`config.mk`:
```
export PLATFORM = sky130hd
export DESIGN_NAME = dbus_arbiter
export DESIGN_NICKNAME = d
export VERILOG_FILES = /design/src/rtl/dbus_arbiter.sv
export SDC_FILE = /design/constraint.sdc
export NUM_CORES = 1
export LEC_CHECK = 0
export ABC_AREA = 1
export ABC_CLOCK_PERIOD_IN_PS = 1800
export CORE_AREA = 8 8 117 119
export DETAILED_ROUTE_END_ITERATION = 8
export DIE_AREA = 0 0 125 127
export PLACE_DENSITY_LB_ADDON = 0.15
export SLEW_MARGIN = 20
export SYNTH_ARGS = -nofsm -noshare
export SYNTH_HDL_FRONTEND = slang
export SYNTH_SLANG_ARGS = --single-unit
export TNS_END_PERCENT = 50
```
`constraint.sdc`:
```
create_clock -name clk_i -period 1.8 [get_ports clk_i]
set_input_delay 0.36 -clock clk_i [delete_from_list [all_inputs] [get_ports clk_i]]
set_output_delay 0.36 -clock clk_i [all_outputs]
set_load 0.005 [all_outputs]
```
`src/rtl/dbus_arbiter.sv`:
```
// dbus_arbiter: shares one data-memory port between the CPU dbus (m0) and a DMA/display master (m1).
// Optional build macro DBUS_ARB_RR_EN selects round-robin instead of fixed priority plus starvation guard.
module dbus_arbiter #(
  parameter int ADDR_W   = 32,
  parameter int DATA_W   = 32,
  parameter int MAX_WAIT = 16,
  parameter int TIMEOUT  = 64
) (
  input  logic                clk_i,
  input  logic                rst_ni,
  input  logic                m0_req_i,
  input  logic [ADDR_W-1:0]   m0_addr_i,
  input  logic                m0_we_i,
  input  logic [DATA_W-1:0]   m0_wdata_i,
  input  logic [DATA_W/8-1:0] m0_wstrb_i,
  output logic                m0_gnt_o,
  output logic                m0_rvalid_o,
  output logic [DATA_W-1:0]   m0_rdata_o,
  output logic                m0_err_o,
  input  logic                m1_req_i,
  input  logic [ADDR_W-1:0]   m1_addr_i,
  input  logic                m1_we_i,
  input  logic [DATA_W-1:0]   m1_wdata_i,
  input  logic [DATA_W/8-1:0] m1_wstrb_i,
  output logic                m1_gnt_o,
  output logic                m1_rvalid_o,
  output logic [DATA_W-1:0]   m1_rdata_o,
  output logic                m1_err_o,
  output logic                mem_req_o,
  output logic [ADDR_W-1:0]   mem_addr_o,
  output logic                mem_we_o,
  output logic [DATA_W-1:0]   mem_wdata_o,
  output logic [DATA_W/8-1:0] mem_wstrb_o,
  input  logic                mem_rvalid_i,
  input  logic [DATA_W-1:0]   mem_rdata_i
);

  typedef enum logic {
    IDLE,
    RD_WAIT
  } state_e;

  localparam logic [DATA_W-1:0] ERR_DATA = DATA_W'(32'hDEAD_BEEF);
  localparam logic [9:0]        TO_LAST  = 10'(TIMEOUT - 1);

  state_e     state_q, state_d;
  logic       owner_q, owner_d;
  logic [9:0] to_q, to_d;

  logic              pick1;
  logic              any_req;
  logic              gnt0, gnt1;
  logic              resp_v;
  logic              resp_err;
  logic [DATA_W-1:0] resp_data;

`ifdef DBUS_ARB_RR_EN
  logic rr_q, rr_d;

  // rr_q remembers the last granted master; the other one wins a tie
  always_comb begin
    pick1 = 1'b0;
    unique case (1'b1)
      m0_req_i && m1_req_i: pick1 = ~rr_q;
      m1_req_i:             pick1 = 1'b1;
      default:              pick1 = 1'b0;
    endcase
  end

  always_comb begin
    rr_d = rr_q;
    if (gnt0) rr_d = 1'b0;
    if (gnt1) rr_d = 1'b1;
  end

  always_ff @(posedge clk_i) begin
    if (!rst_ni) rr_q <= 1'b1;
    else         rr_q <= rr_d;
  end
`else
  localparam logic [7:0] WAIT_MAX = 8'(MAX_WAIT);

  logic [7:0] wait_q, wait_d;
  logic       starve;

  assign starve = (wait_q == WAIT_MAX);

  always_comb begin
    pick1 = 1'b0;
    unique case (1'b1)
      m1_req_i && (!m0_req_i || starve): pick1 = 1'b1;
      default:                           pick1 = 1'b0;
    endcase
  end

  // counts cycles m1 is left waiting, also while a read holds the port
  always_comb begin
    wait_d = 8'd0;
    if (m1_req_i && !gnt1) begin
      wait_d = starve ? wait_q : wait_q + 8'd1;
    end
  end

  always_ff @(posedge clk_i) begin
    if (!rst_ni) wait_q <= 8'd0;
    else         wait_q <= wait_d;
  end
`endif

  assign any_req = m0_req_i | m1_req_i;

  always_comb begin
    state_d     = state_q;
    owner_d     = owner_q;
    to_d        = to_q;
    gnt0        = 1'b0;
    gnt1        = 1'b0;
    resp_v      = 1'b0;
    resp_err    = 1'b0;
    resp_data   = '0;
    mem_req_o   = 1'b0;
    mem_addr_o  = '0;
    mem_we_o    = 1'b0;
    mem_wdata_o = '0;
    mem_wstrb_o = '0;
    unique case (state_q)
      IDLE: begin
        if (any_req) begin
          gnt0        = ~pick1;
          gnt1        = pick1;
          mem_req_o   = 1'b1;
          mem_addr_o  = pick1 ? m1_addr_i  : m0_addr_i;
          mem_we_o    = pick1 ? m1_we_i    : m0_we_i;
          mem_wdata_o = pick1 ? m1_wdata_i : m0_wdata_i;
          mem_wstrb_o = pick1 ? m1_wstrb_i : m0_wstrb_i;
          if (!mem_we_o) begin
            state_d = RD_WAIT;
            owner_d = pick1;
            to_d    = 10'd0;
          end
        end
      end
      RD_WAIT: begin
        if (mem_rvalid_i) begin
          resp_v    = 1'b1;
          resp_data = mem_rdata_i;
          state_d   = IDLE;
        end else if (to_q == TO_LAST) begin
          resp_v    = 1'b1;
          resp_err  = 1'b1;
          resp_data = ERR_DATA;
          state_d   = IDLE;
        end else begin
          to_d = to_q + 10'd1;
        end
      end
      default: state_d = IDLE;
    endcase
    // everything facing the masters and memory is quiet while in reset
    if (!rst_ni) begin
      gnt0        = 1'b0;
      gnt1        = 1'b0;
      resp_v      = 1'b0;
      resp_err    = 1'b0;
      resp_data   = '0;
      mem_req_o   = 1'b0;
      mem_addr_o  = '0;
      mem_we_o    = 1'b0;
      mem_wdata_o = '0;
      mem_wstrb_o = '0;
    end
  end

  assign m0_gnt_o    = gnt0;
  assign m1_gnt_o    = gnt1;
  assign m0_rvalid_o = resp_v & ~owner_q;
  assign m1_rvalid_o = resp_v & owner_q;
  assign m0_err_o    = resp_err & ~owner_q;
  assign m1_err_o    = resp_err & owner_q;
  assign m0_rdata_o  = m0_rvalid_o ? resp_data : '0;
  assign m1_rdata_o  = m1_rvalid_o ? resp_data : '0;

  always_ff @(posedge clk_i) begin
    if (!rst_ni) begin
      state_q <= IDLE;
      owner_q <= 1'b0;
      to_q    <= 10'd0;
    end else begin
      state_q <= state_d;
      owner_q <= owner_d;
      to_q    <= to_d;
    end
  end

endmodule

```
==> impl_summary.txt, run 1 <==
----------------------------------------------------
[Final layout]
  Layout Area Growth over Synthesis ... 174.5%
  Ratio of cells with drive above 1 in the final layout ... 44.30%
  Net count, final ... 1082
  Final core utilization ... 60.22%
  Antenna Cells ... 0

[Drt]
  Overall routed net length ... 19930 um
  Max layer used ... met4
  Drt first pass iters ... 5
  Violation count after the first detailed-route iteration ... 324
  Number of remaining DRC errors ... 0
  Routed met3 length ... 1160 um
  Met2 wirelength from detailed routing ... 10910 um
  Via count ... 4986
  Via density per instance ... 4.749
  Routed wire per std cell ... 18.98 um
  Routed Antenna Nets ... 0
  Met1 WL ... 7305 um

[Floorplanning]
  Die Ht ... 127 um
  I/O Pins ... 315
  Die ar. ... 0.01588 mm2
  Initial Util ... 21.94%
  Core box area ... 0.01181 mm2
  Standard-cell rows ... 40
  Horizontal die dimension ... 125 um

[Global route]
  Largest net degree at the start of global routing ... 40
  Antenna violations before repair ... 0
  Vias in the first global route ... 4896
  First-pass GRT wire length ... 28980 um
  Overall overflow remaining after global route ... 0
  Total routing resource utilization after global routing ... 22.81%

[Critical path]
  Reg2reg path depth ... 13
  Launch point of the worst path ... wait_q[1]
  Crit. path cell count ... 12
  Kind of critical path ... reg -> out
  Number of buffer and inverter instances along the worst setup path ... 6
  Data required time at the worst endpoint ... 1440 ps
  Critical-path cell with the highest stage delay ... sky130_fd_sc_hd__dfxtp_2
  Arrival time at the worst endpoint ... 1840 ps
  Kind of cell adding the most delay to the critical path ... buffers and inverters
  Critical path fanouts, max ... 6
  Source of the worst register-to-register timing path ... wait_q[1]
  Highest cell delay on the worst timing path ... 320 ps
  Critical Path Sink Type ... output port
  Critical path cell sequence ... inv_2 -> ha_4 -> nand3_4 -> o21ai_4 -> nand2_4 -> clkinv_8 -> buf_8 -> buf_12 -> buf_16 -> nor2_2 -> nor2_1 -> buf_2
  Startpoint kind of the worst setup timing path ... register

[Clock network]
  Clk Tree Root Cell ... sky130_fd_sc_hd__clkbuf_16
  Later-pin clock latency in the skew report ... 250 ps
  H-tree levels ... 1
  Clock sink total ... 20
  TritonCTS Buffers ... 3
  Clock Path Buffers ... 2
  Register clock-pin slew on the reported worst setup and hold paths ... 50 ps
  Clock tree from TritonCTS ... built

[Flow run]
  Max-cap viol count ... 0

[Yosys]
  Synthesized area divided by synthesized cell count ... 5.071 um2
  Gate count after technology mapping ... 511
  Number of distinct library cells after synthesis ... 28
  Post-synthesis cell type with the largest combined area ... sky130_fd_sc_hd__nor2_1
  Sequential cell area fraction in the yosys report ... 15.45%
  Number of synthesized register bits ... 20
  Synthesized Nets ... 689
  Biggest area contributors in the synthesized netlist ... sky130_fd_sc_hd__nor2_1 (34%), sky130_fd_sc_hd__dfxtp_1 (15%), sky130_fd_sc_hd__o21ai_0 (14%)
  Adder and majority gate portion of the synthesized area ... 1.449%
  Synth top cells by count ... sky130_fd_sc_hd__nor2_1 (236), sky130_fd_sc_hd__o21ai_0 (70), sky130_fd_sc_hd__inv_1 (35)
  Basic-gate share of the synthesized area counting and, or, nand and nor cells ... 52.34%
  Leading cell type by number of instances after synthesis ... sky130_fd_sc_hd__nor2_1
  Compound-Gate Fraction of Synth Area ... 16.76%
  Number of synthesis warnings ... 0
  Post-synthesis instance area ... 0.002591 mm2
  Share of flip-flops with an asynchronous set or reset ... 0%
  Xor and xnor area share after synthesis ... 2.704%
  Number of synthesized flops with an enable pin ... 0
  Combinational family with the most area after synthesis ... simple AND/OR/NAND/NOR gates
  Proportion of netlist area held by the largest area contributor ... 34.19%
  Multiplexer share of the synthesized area ... 0%
  Prevailing post-synth register cell ... sky130_fd_sc_hd__dfxtp_1

[Timing]
  Fin crit share ... 122.1%
  Min Clock Period, post-route ... 2197 ps
  Worst setup slack after layout ... -397.2 ps
  Fmax ... 455.1 MHz
  Finish-stage setup viols ... 133
  Max Slew Vio Count ... 0
  Worst-margin pin slew ... 373.8 ps
  Final Hold Viols ... 0
  Post-Route Skew ... 1.073 ps
  Unrepaired setup endpoints after global routing ... yes
  Relative slew margins ... 74.89%

[Place]
  Routability-driven placement congestion ratio ... 0.9069
  Number of port buffers ... 314
  Placed wire-length estimate ... 14220 um
  Worst Setup Slack post-DPL ... -859.3 ps

[Power and ir drop]
  Standby leakage power ... 3.480 nW
  Worst-case vdd ir drop ... 0.3016 mV
  Cell Pwr Density ... 335.4 mW/mm2

[Worst hold path]
  Worst Hold Path Cells ... 2
  Startpoint of the most critical hold path ... to_q[9]
  Path class of the lowest-slack min-delay path ... reg -> reg

[Status]
  Failing checks ... negative setup slack
  Result of the run ... complete, but fails checks

----------------------------------------------------
## state kept, by name, indices dropped and copies added, names as in the netlist
register,count
owner_q,1
state_q,1
wait_q,8
to_q,10
## power by group
part / internal, mW / switching, mW
Combinational: 0.819 / 0.605
Clock: 0.339 / 0.163
Sequential: 0.452 / 0.00866
## metrics by stage
stage | TNS [ps] | cells | hold WS, ps | cell area, um2 | power, mW
final | -31730 | 1050 | 473.3 | 7113 | 2.386
after global placement | -88280 | 993 | 450.9 | 6272 | 1.640
after detailed placement | -94610 | 993 | 461.7 | 6272 | 1.653
after global routing | -42530 | 1050 | 492.1 | 7113 | 2.518
after CTS | -40610 | 1039 | 470.9 | 6771 | 2.303
after floorplan | 0 | 511 | 438.0 | 2592 | 0.8246
## tightest hold or removal path, delay by kind of cell (launching register included)
kind	cells	cell delay, ps
AND/OR/NAND/NOR	2	110
flip-flops	1	320
## layer usage
metal / GRT usage (%) / vias up
li1: - / 2418
met1: 24.04 / 2337
met2: 45.38 / 201
met3: 3.785 / 30
met4: 6.375 / 0
met5: 0 / -
## worst paths after layout
check / endpoint / slack, ps
worst min-delay path: to_q[9] / 470
worst max-delay path: mem_wdata_o[23] / -400
worst min register to register: to_q[9] / 470
worst max register to register: to_q[3] / -60
## cell families (layout without fill, tap and decap cells)
family / count (synthesis) / in the layout
AOI/OAI and AO/OA: 84 / 84
xor gates and xnor gates: 8 / 8
and+or+nand+nor: 324 / 324
DFF: 20 / 20
buffers and inverters: 72 / 464
adders and majority gates: 3 / 3
## final cells by class
cell class | instances | area (um2)
fillers | 1052 | 4698
repair buffers | 423 | 3837
multi-input cells | 419 | 2441
flip-flops and latches | 20 | 407.9
well taps | 147 | 183.9
inverters | 37 | 153.9
clock buffers | 4 | 88.84
## layout by cell type (no fill, tap or decap), types with 4 or more instances in the layout
cell and instances:
sky130_fd_sc_hd__clkdlybuf4s50_1 170, sky130_fd_sc_hd__nor2_1 139, sky130_fd_sc_hd__buf_2 118, sky130_fd_sc_hd__nor2_2 74, sky130_fd_sc_hd__buf_4 64, sky130_fd_sc_hd__o21ai_0 34
sky130_fd_sc_hd__nand2_1 30, sky130_fd_sc_hd__inv_1 27, sky130_fd_sc_hd__buf_6 27, sky130_fd_sc_hd__nor2_4 25, sky130_fd_sc_hd__o21ai_1 21, sky130_fd_sc_hd__nand4_1 16
sky130_fd_sc_hd__o21ai_2 15, sky130_fd_sc_hd__nand3_1 15, sky130_fd_sc_hd__dfxtp_1 14, sky130_fd_sc_hd__a21oi_1 11, sky130_fd_sc_hd__buf_12 11, sky130_fd_sc_hd__clkbuf_2 10
sky130_fd_sc_hd__inv_2 8, sky130_fd_sc_hd__buf_16 7, sky130_fd_sc_hd__xor2_1 6, sky130_fd_sc_hd__clkbuf_16 6, sky130_fd_sc_hd__dfxtp_2 6, sky130_fd_sc_hd__nand3_4 5
sky130_fd_sc_hd__dlymetal6s2s_1 5, sky130_fd_sc_hd__nor3_1 4
## timing repair
| action | CTS | global route |
|---|---|---|
| setup endpoints to repair | 145 | 160 |
| setup buffers | 29 | 14 |
| hold buffers | 0 | 0 |
| gates cloned | 15 | 3 |
| gates resized for setup | 571 | 243 |
| pin swaps | 34 | 35 |
(Power assumes the default switching activity.)
==> run 2: changes to the inputs <==
--- a/config.mk
+++ b/config.mk
@@ -10,7 +10,7 @@
 export CORE_AREA = 8 8 117 119
 export DETAILED_ROUTE_END_ITERATION = 8
 export DIE_AREA = 0 0 125 127
-export PLACE_DENSITY_LB_ADDON = 0.15
+export PLACE_DENSITY = 0.82
 export SLEW_MARGIN = 20
 export SYNTH_ARGS = -nofsm -noshare
 export SYNTH_HDL_FRONTEND = slang
==> run 2 against run 1 <==
The run still ends with negative setup slack left. Critical path type unchanged. Clock-buffer cell count is 1 lower. Clock skew is 2.3 ps higher. Wire length is 6.4% higher. Maximum frequency is 1.6% lower. Sequential power hardly changed. Final area is 6.4% higher. Die area stayed put.
==> impl_summary.txt, run 2 (same netlist as run 1, synthesis figures left out) <==
----------------------------------------------------
[Timing]
  Final Hold Viols ... 0 (unchanged)
  Finish-stage setup viols ... 124 (was 133)
  Fmax ... 447.9 MHz (was 455.1 MHz)
  Worst-margin pin slew ... 395.7 ps (was 373.8 ps)
  Setup Total Neg Slack ... -38910 ps (was -31730 ps)
  Relative slew margins ... 73.52% (was 74.89%)
  Fin crit share ... 124.0% (was 122.1%)
  Max Slew Vio Count ... 0 (unchanged)
  Unrepaired setup endpoints after global routing ... yes (unchanged)
  Min Clock Period, post-route ... 2233 ps (was 2197 ps)
  Post-Route Skew ... 3.353 ps (was 1.073 ps)
  Worst setup slack after layout ... -432.6 ps (was -397.2 ps)

[Place]
  Routability-driven placement congestion ratio ... 0.8771 (was 0.9069)
  Worst Setup Slack post-DPL ... -846.1 ps (was -859.3 ps)
  Number of port buffers ... 314 (unchanged)
  Placed wire-length estimate ... 14010 um (was 14220 um)
  Placement-stage cell area ... 0.006280 mm2 (was 0.006272 mm2)

[Clock network]
  Clock Path Buffers ... 2 (unchanged)
  Clock sink total ... 20 (unchanged)
  TritonCTS Buffers ... 3 (unchanged)
  Post-cts hold buffer count ... 0 (unchanged)
  Clk Tree Root Cell ... sky130_fd_sc_hd__clkbuf_16 (unchanged)
  Later-pin clock latency in the skew report ... 260 ps (was 250 ps)
  Clock tree from TritonCTS ... built (unchanged)
  H-tree levels ... 1 (unchanged)
  Register clock-pin slew on the reported worst setup and hold paths ... 60 ps (was 50 ps)

[Final layout]
  Fin area ... 0.007565 mm2 (was 0.007113 mm2)
  Register name with the most flops ... to_q (unchanged)
  Highest-count cells in the layout ignoring fill and taps ... sky130_fd_sc_hd__clkdlybuf4s50_1 (170), sky130_fd_sc_hd__nor2_1 (135), sky130_fd_sc_hd__buf_2 (111) (was sky130_fd_sc_hd__clkdlybuf4s50_1 (170), sky130_fd_sc_hd__nor2_1 (139), sky130_fd_sc_hd__buf_2 (118))
  Net count, final ... 1086 (was 1082)
  Largest registers ranked by flip-flop count ... to_q: 10 flops, wait_q: 8 flops (unchanged)
  Commonest non-fill, non-tap cell in the layout ... sky130_fd_sc_hd__clkdlybuf4s50_1 (unchanged)
  Antenna Cells ... 0 (unchanged)
  Fill cell instance count of the final layout ... 981 (was 1052)
  Layout Area Growth over Synthesis ... 191.9% (was 174.5%)
  Ratio of cells with drive above 1 in the final layout ... 48.40% (was 44.30%)
  Max FFs per register ... 10 (unchanged)

[Drt]
  Routed wire per std cell ... 20.12 um (was 18.98 um)
  Via density per instance ... 4.928 (was 4.749)
  Routed Antenna Nets ... 0 (unchanged)
  Number of remaining DRC errors ... 0 (unchanged)
  Drt first pass iters ... 5 (unchanged)
  Via count ... 5194 (was 4986)
  Violation count after the first detailed-route iteration ... 450 (was 324)
  Overall routed net length ... 21210 um (was 19930 um)

[Critical path]
  Source of the worst register-to-register timing path ... wait_q[0] (was wait_q[1])
  Launch point of the worst path ... wait_q[0] (was wait_q[1])
  Critical path fanouts, max ... 8 (was 6)
  Kind of critical path ... reg -> out (unchanged)
  Critical Path Sink Type ... output port (unchanged)
  Critical-path cell with the highest stage delay ... sky130_fd_sc_hd__dfxtp_2 (unchanged)
  Data required time at the worst endpoint ... 1440 ps (about the same)
  Critical path cell sequence ... inv_2 -> ha_4 -> nand3_4 -> o21ai_4 -> nand2_4 -> inv_8 -> buf_6 -> buf_12 -> nor2_4 -> nor2_2 -> buf_2 (was inv_2 -> ha_4 -> nand3_4 -> o21ai_4 -> nand2_4 -> clkinv_8 -> buf_8 -> buf_12 -> buf_16 -> nor2_2 -> nor2_1 -> buf_2)
  Highest cell delay on the worst timing path ... 320 ps (about the same)
  Startpoint kind of the worst setup timing path ... register (unchanged)
  Arrival time at the worst endpoint ... 1870 ps (was 1840 ps)

[Power and ir drop]
  Net Sw Power ... 0.9130 mW (was 0.7761 mW)
  Overall Power ... 2.717 mW (was 2.386 mW)
  Clock network fraction of design power ... 23.1% (was 21.0%)
  Part of the total power dissipated in sequential elements ... 16.9% (was 19.3%)
  Proportion of power drawn by combinational gates ... 60.0% (was 59.7%)
  Worst-case vdd ir drop ... 0.2966 mV (was 0.3016 mV)
  Standby leakage power ... 3.532 nW (was 3.480 nW)
  Cell Pwr Density ... 359.1 mW/mm2 (was 335.4 mW/mm2)
  Switch share ... 33.61% (was 32.53%)
  Cell internal pwr ... 1.804 mW (was 1.610 mW)

[Floorplanning]
  Die Ht ... 127 um (unchanged)
  I/O Pins ... 315 (unchanged)
  Core box area ... 0.01181 mm2 (unchanged)
  Die ar. ... 0.01588 mm2 (unchanged)
  Initial Util ... 21.94% (unchanged)
  Horizontal die dimension ... 125 um (unchanged)
  Standard-cell rows ... 40 (unchanged)

[Worst hold path]
  Path class of the lowest-slack min-delay path ... reg -> reg (unchanged)
  Startpoint of the most critical hold path ... to_q[9] (unchanged)

[Global route]
  Total routing resource utilization after global routing ... 23.71% (was 22.81%)
  Vias in the first global route ... 4927 (was 4896)
  Overall overflow remaining after global route ... 0 (unchanged)
  First-pass GRT wire length ... 30060 um (was 28980 um)
  Antenna violations before repair ... 0 (unchanged)
  Largest net degree at the start of global routing ... 25 (was 40)

[Status]
  Result of the run ... complete, but fails checks (unchanged)
  Failing checks ... negative setup slack (unchanged)

[Flow run]
  Max-cap viol count ... 0 (unchanged)

----------------------------------------------------
[run 2: what timing repair did]
action / in CTS / in global routing
cloned: 15 / 4
gates resized for setup: 735 / 184
pin swaps: 43 / 23
setup endpoints to repair: 145 / 147
setup buffers: 32 / 8
[run 2: layout make-up]
class | count | area (um2) | area share (%)
sequential | 20 | 409.1 | 5.409
tap | 147 | 183.9 | 2.431
clock inverter | 1 | 30.03 | 0.3970
inverter | 37 | 151.4 | 2.001
timing repair buffer | 427 | 4015 | 53.08
multi-input combinational | 419 | 2700 | 35.69
clock buffer | 3 | 75.07 | 0.9924
[run 2: path summary, 6_finish.rpt]
| kind | endpoint | slack (ps) | cells past startpoint |
|---|---|---|---|
| max | mem_addr_o[0] | -430 | 11 |
| max reg2reg | owner_q | 40 | 13 |
| min reg2reg | to_q[9] | 470 | 2 |
| min | to_q[9] | 470 | 2 |
[run 2: per-layer routing]
metal	vias up	global-route usage (%)	wire [um]
li1	2433	-	-
met1	2445	28.02	8184
met2	278	44.17	10950
met3	38	4.409	1597
met4	0	3.797	475
met5	-	0	0
[run 2: power by group through the flow]
stage          Combinational [mW]  Sequential (mW)  Clock (mW)
6_report                     1.63            0.460       0.628
5_1_grt                      1.72            0.461       0.654
4_1_cts                      1.50            0.460       0.626
3_5_place_dp                 1.21            0.466           0
3_3_place_gp                 1.20            0.466           0
2_1_floorplan               0.360            0.465           0
[run 2: worst max-delay path: cells and delay by family (launching register included)]
family	cells	cell delay [ps]
buf+inv	5	590
simple gates	4	360
flops	1	320
compound gates	1	180
fa+ha+maj	1	140
[run 2: metrics by stage]
step	hold slack, ps	util, %	std cells
2_1_floorplan	438.0	-	511
3_3_place_gp	453.2	53.17	994
3_5_place_dp	463.7	53.17	994
4_1_cts	471.1	60.72	1044
5_1_grt	504.7	64.05	1054
6_report	472.6	64.05	1054
==> run 3: changes to the inputs <==
--- a/config.mk
+++ b/config.mk
@@ -7,10 +7,11 @@
 export LEC_CHECK = 0
 export ABC_AREA = 1
 export ABC_CLOCK_PERIOD_IN_PS = 1800
-export CORE_AREA = 8 8 117 119
+export CORE_AREA = 8 8 118 120
+export CTS_BUF_LIST = sky130_fd_sc_hd__clkbuf_4
 export DETAILED_ROUTE_END_ITERATION = 8
-export DIE_AREA = 0 0 125 127
-export PLACE_DENSITY = 0.82
+export DIE_AREA = 0 0 126 128
+export PLACE_DENSITY = 0.81
 export SLEW_MARGIN = 20
 export SYNTH_ARGS = -nofsm -noshare
 export SYNTH_HDL_FRONTEND = slang
==> run 3 against run 2 <==
The run still ends with negative setup slack left. First-iteration DRC count decreased by 27%. Register-to-register slack got worse by 240 ps. Critical path depth increased by 1. Wire length decreased by 4.5%. Setup slack got worse by 99 ps. Largest power group unchanged. Highest routed layer unchanged.
==> impl_summary.txt, run 3 (same netlist as run 1, synthesis figures left out) <==
----------------------------------------------------
[Final layout]
  Highest-count cells in the layout ignoring fill and taps ... sky130_fd_sc_hd__clkdlybuf4s50_1 (170), sky130_fd_sc_hd__nor2_1 (158), sky130_fd_sc_hd__buf_2 (106) (was sky130_fd_sc_hd__clkdlybuf4s50_1 (170), sky130_fd_sc_hd__nor2_1 (135), sky130_fd_sc_hd__buf_2 (111))
  Antenna Cells ... 0 (unchanged)
  Largest registers ranked by flip-flop count ... to_q: 10 flops, wait_q: 8 flops (unchanged)
  Ratio of cells with drive above 1 in the final layout ... 46.12% (was 48.40%)
  Net count, final ... 1094 (was 1086)
  Max FFs per register ... 10 (unchanged)
  Fin area ... 0.007512 mm2 (was 0.007565 mm2)
  Layout Area Growth over Synthesis ... 189.9% (was 191.9%)
  Fill cell instance count of the final layout ... 1044 (was 981)
  Register name with the most flops ... to_q (unchanged)
  Area of the multi-input gates ... 0.002618 mm2 (was 0.002700 mm2)
  Commonest non-fill, non-tap cell in the layout ... sky130_fd_sc_hd__clkdlybuf4s50_1 (unchanged)
  Seq. cell area ... 409.1 um2 (unchanged)

[Critical path]
  Highest cell delay on the worst timing path ... 350 ps (was 320 ps)
  Critical Path Sink Type ... output port (unchanged)
  Critical path cell sequence ... inv_2 -> ha_4 -> nand3_4 -> o21ai_4 -> nand2_4 -> inv_8 -> buf_8 -> buf_12 -> buf_12 -> nor2_4 -> nor2_2 -> buf_2 (was inv_2 -> ha_4 -> nand3_4 -> o21ai_4 -> nand2_4 -> inv_8 -> buf_6 -> buf_12 -> nor2_4 -> nor2_2 -> buf_2)
  Startpoint kind of the worst setup timing path ... register (unchanged)
  Critical path fanouts, max ... 5 (was 8)
  Arrival time at the worst endpoint ... 1970 ps (was 1870 ps)
  Most frequent cell on the critical path ... sky130_fd_sc_hd__buf_12
  Data required time at the worst endpoint ... 1440 ps (about the same)
  Critical-path cell with the highest stage delay ... sky130_fd_sc_hd__dfxtp_2 (unchanged)
  Kind of critical path ... reg -> out (unchanged)

[Status]
  Failing checks ... negative setup slack (unchanged)
  Result of the run ... complete, but fails checks (unchanged)

[Place]
  Placed wire-length estimate ... 13930 um (was 14010 um)
  Placement-stage cell area ... 0.006406 mm2 (was 0.006280 mm2)
  Number of port buffers ... 314 (unchanged)
  Routability-driven placement congestion ratio ... 0.8854 (was 0.8771)

[Flow run]
  Max-cap viol count ... 0 (unchanged)

[Floorplanning]
  Initial Util ... 21.22% (was 21.94%)
  Die ar. ... 0.01613 mm2 (was 0.01588 mm2)
  Die Ht ... 128 um (was 127 um)
  Core box area ... 0.01221 mm2 (was 0.01181 mm2)
  Horizontal die dimension ... 126 um (was 125 um)
  I/O Pins ... 315 (unchanged)
  Standard-cell rows ... 41 (was 40)

[Clock network]
  Clock Path Buffers ... 2 (unchanged)
  Clock sink total ... 20 (unchanged)
  Later-pin clock latency in the skew report ... 320 ps (was 260 ps)
  TritonCTS Buffers ... 3 (unchanged)
  Clk Tree Root Cell ... sky130_fd_sc_hd__clkbuf_4 (was sky130_fd_sc_hd__clkbuf_16)
  Post-cts hold buffer count ... 0 (unchanged)
  Clock tree from TritonCTS ... built (unchanged)
  H-tree levels ... 1 (unchanged)
  Register clock-pin slew on the reported worst setup and hold paths ... 130 ps (was 60 ps)

[Worst hold path]
  Path class of the lowest-slack min-delay path ... reg -> reg (unchanged)

[Drt]
  Number of remaining DRC errors ... 0 (unchanged)
  Routed Antenna Nets ... 0 (unchanged)
  Via count ... 5051 (was 5194)
  Violation count after the first detailed-route iteration ... 329 (was 450)
  Overall routed net length ... 20240 um (was 21210 um)
  Via density per instance ... 4.743 (was 4.928)
  Drt first pass iters ... 5 (unchanged)
  Routed wire per std cell ... 19.01 um (was 20.12 um)

[Timing]
  Worst-margin pin slew ... 445.5 ps (was 395.7 ps)
  Max Slew Vio Count ... 0 (unchanged)
  Fmax ... 428.8 MHz (was 447.9 MHz)
  Min Clock Period, post-route ... 2332 ps (was 2233 ps)
  Setup Total Neg Slack ... -52160 ps (was -38910 ps)
  Final Hold Viols ... 0 (unchanged)
  Fin crit share ... 129.6% (was 124.0%)
  Unrepaired setup endpoints after global routing ... yes (unchanged)
  Post-Route Skew ... 6.362 ps (was 3.353 ps)
  Finish-stage setup viols ... 146 (was 124)
  Worst setup slack after layout ... -532.0 ps (was -432.6 ps)
  Relative slew margins ... 70.19% (was 73.52%)

[Global route]
  Total routing resource utilization after global routing ... 21.79% (was 23.71%)
  Antenna violations before repair ... 0 (unchanged)
  First-pass GRT wire length ... 28010 um (was 30060 um)
  Vias in the first global route ... 4956 (was 4927)
  Overall overflow remaining after global route ... 0 (unchanged)
  Largest net degree at the start of global routing ... 25 (unchanged)

[Power and ir drop]
  Standby leakage power ... 3.561 nW (was 3.532 nW)
  Worst-case vdd ir drop ... 0.2614 mV (was 0.2966 mV)
  Cell Pwr Density ... 315.0 mW/mm2 (was 359.1 mW/mm2)
  Overall Power ... 2.366 mW (was 2.717 mW)

----------------------------------------------------
==> run 3: cell count changes in the layout (fill, tap and decap cells not counted), moves of 7 or more <==
cell / before / now
sky130_fd_sc_hd__clkbuf_2: 16 / 23
sky130_fd_sc_hd__nor2_1: 135 / 158
sky130_fd_sc_hd__nor2_2: 56 / 43
sky130_fd_sc_hd__nor2_4: 47 / 37
sky130_fd_sc_hd__o21ai_2: 42 / 35
==> run 3: metal layers <==
metal  vias to the layer above  GRT usage [%]  part of all wire, %
met1                      2352          26.76                   40
met4                         0          2.619                  1.7
met2                       232          39.58                   52
li1                       2441              -                    -
met5                         -              0                    0
met3                        26          3.993                  6.6
==> run 3: per-stage QoR <==
step                worst slack [ps]  std cells  utilization (%)  hold slack, ps
finish                        -532.0       1065            61.53           549.9
global route                  -631.0       1065            61.53           562.4
CTS                           -612.7       1036            55.88           529.1
floorplan                      18.20        511                -           438.0
detailed placement            -876.0       1005            52.47           511.5
global placement              -818.3       1005            52.47           504.8
==> run 3: report_power, final <==
part / switching, mW / internal, mW / leakage (nW)
logic: 0.669 / 0.852 / 3.37
clock network: 0.159 / 0.225 / 0.0279
registers: 0.00845 / 0.452 / 0.165
total: 0.837 / 1.53 / 3.56
==> run 3: final timing paths <==
path | slack (ps) | startpoint | end | depth (start not counted)
max | -530 | wait_q[0] | mem_wdata_o[19] | 12
min | 550 | to_q[4] | to_q[4] | 2
max reg2reg | -200 | wait_q[0] | to_q[6] | 13
min reg2reg | 550 | to_q[4] | to_q[4] | 2
==> run 3: worst max-delay path, delay by kind of cell (launching register included) <==
family,cells,cell delay (ps)
buffers and inverters,6,660
AOI/OAI and AO/OA,1,180
adders and majority gates,1,150
DFF,1,350
and+or+nand+nor,4,320
==> run 3: final cells by class <==
type | instances | share of cell area [%]
clock buffers | 3 | 0.2998
repair buffers | 435 | 54.56
multi-input cells | 419 | 34.84
inverters | 37 | 1.949
flip-flops and latches | 20 | 5.446
clock inverters | 1 | 0.3997
well taps | 150 | 2.498
==> run 3: timing repair <==
item	CTS	global route
buffers inserted	17	25
endpoints found under the setup margin	152	157
resized for setup	560	298
cloned	11	8
pin swaps	31	32
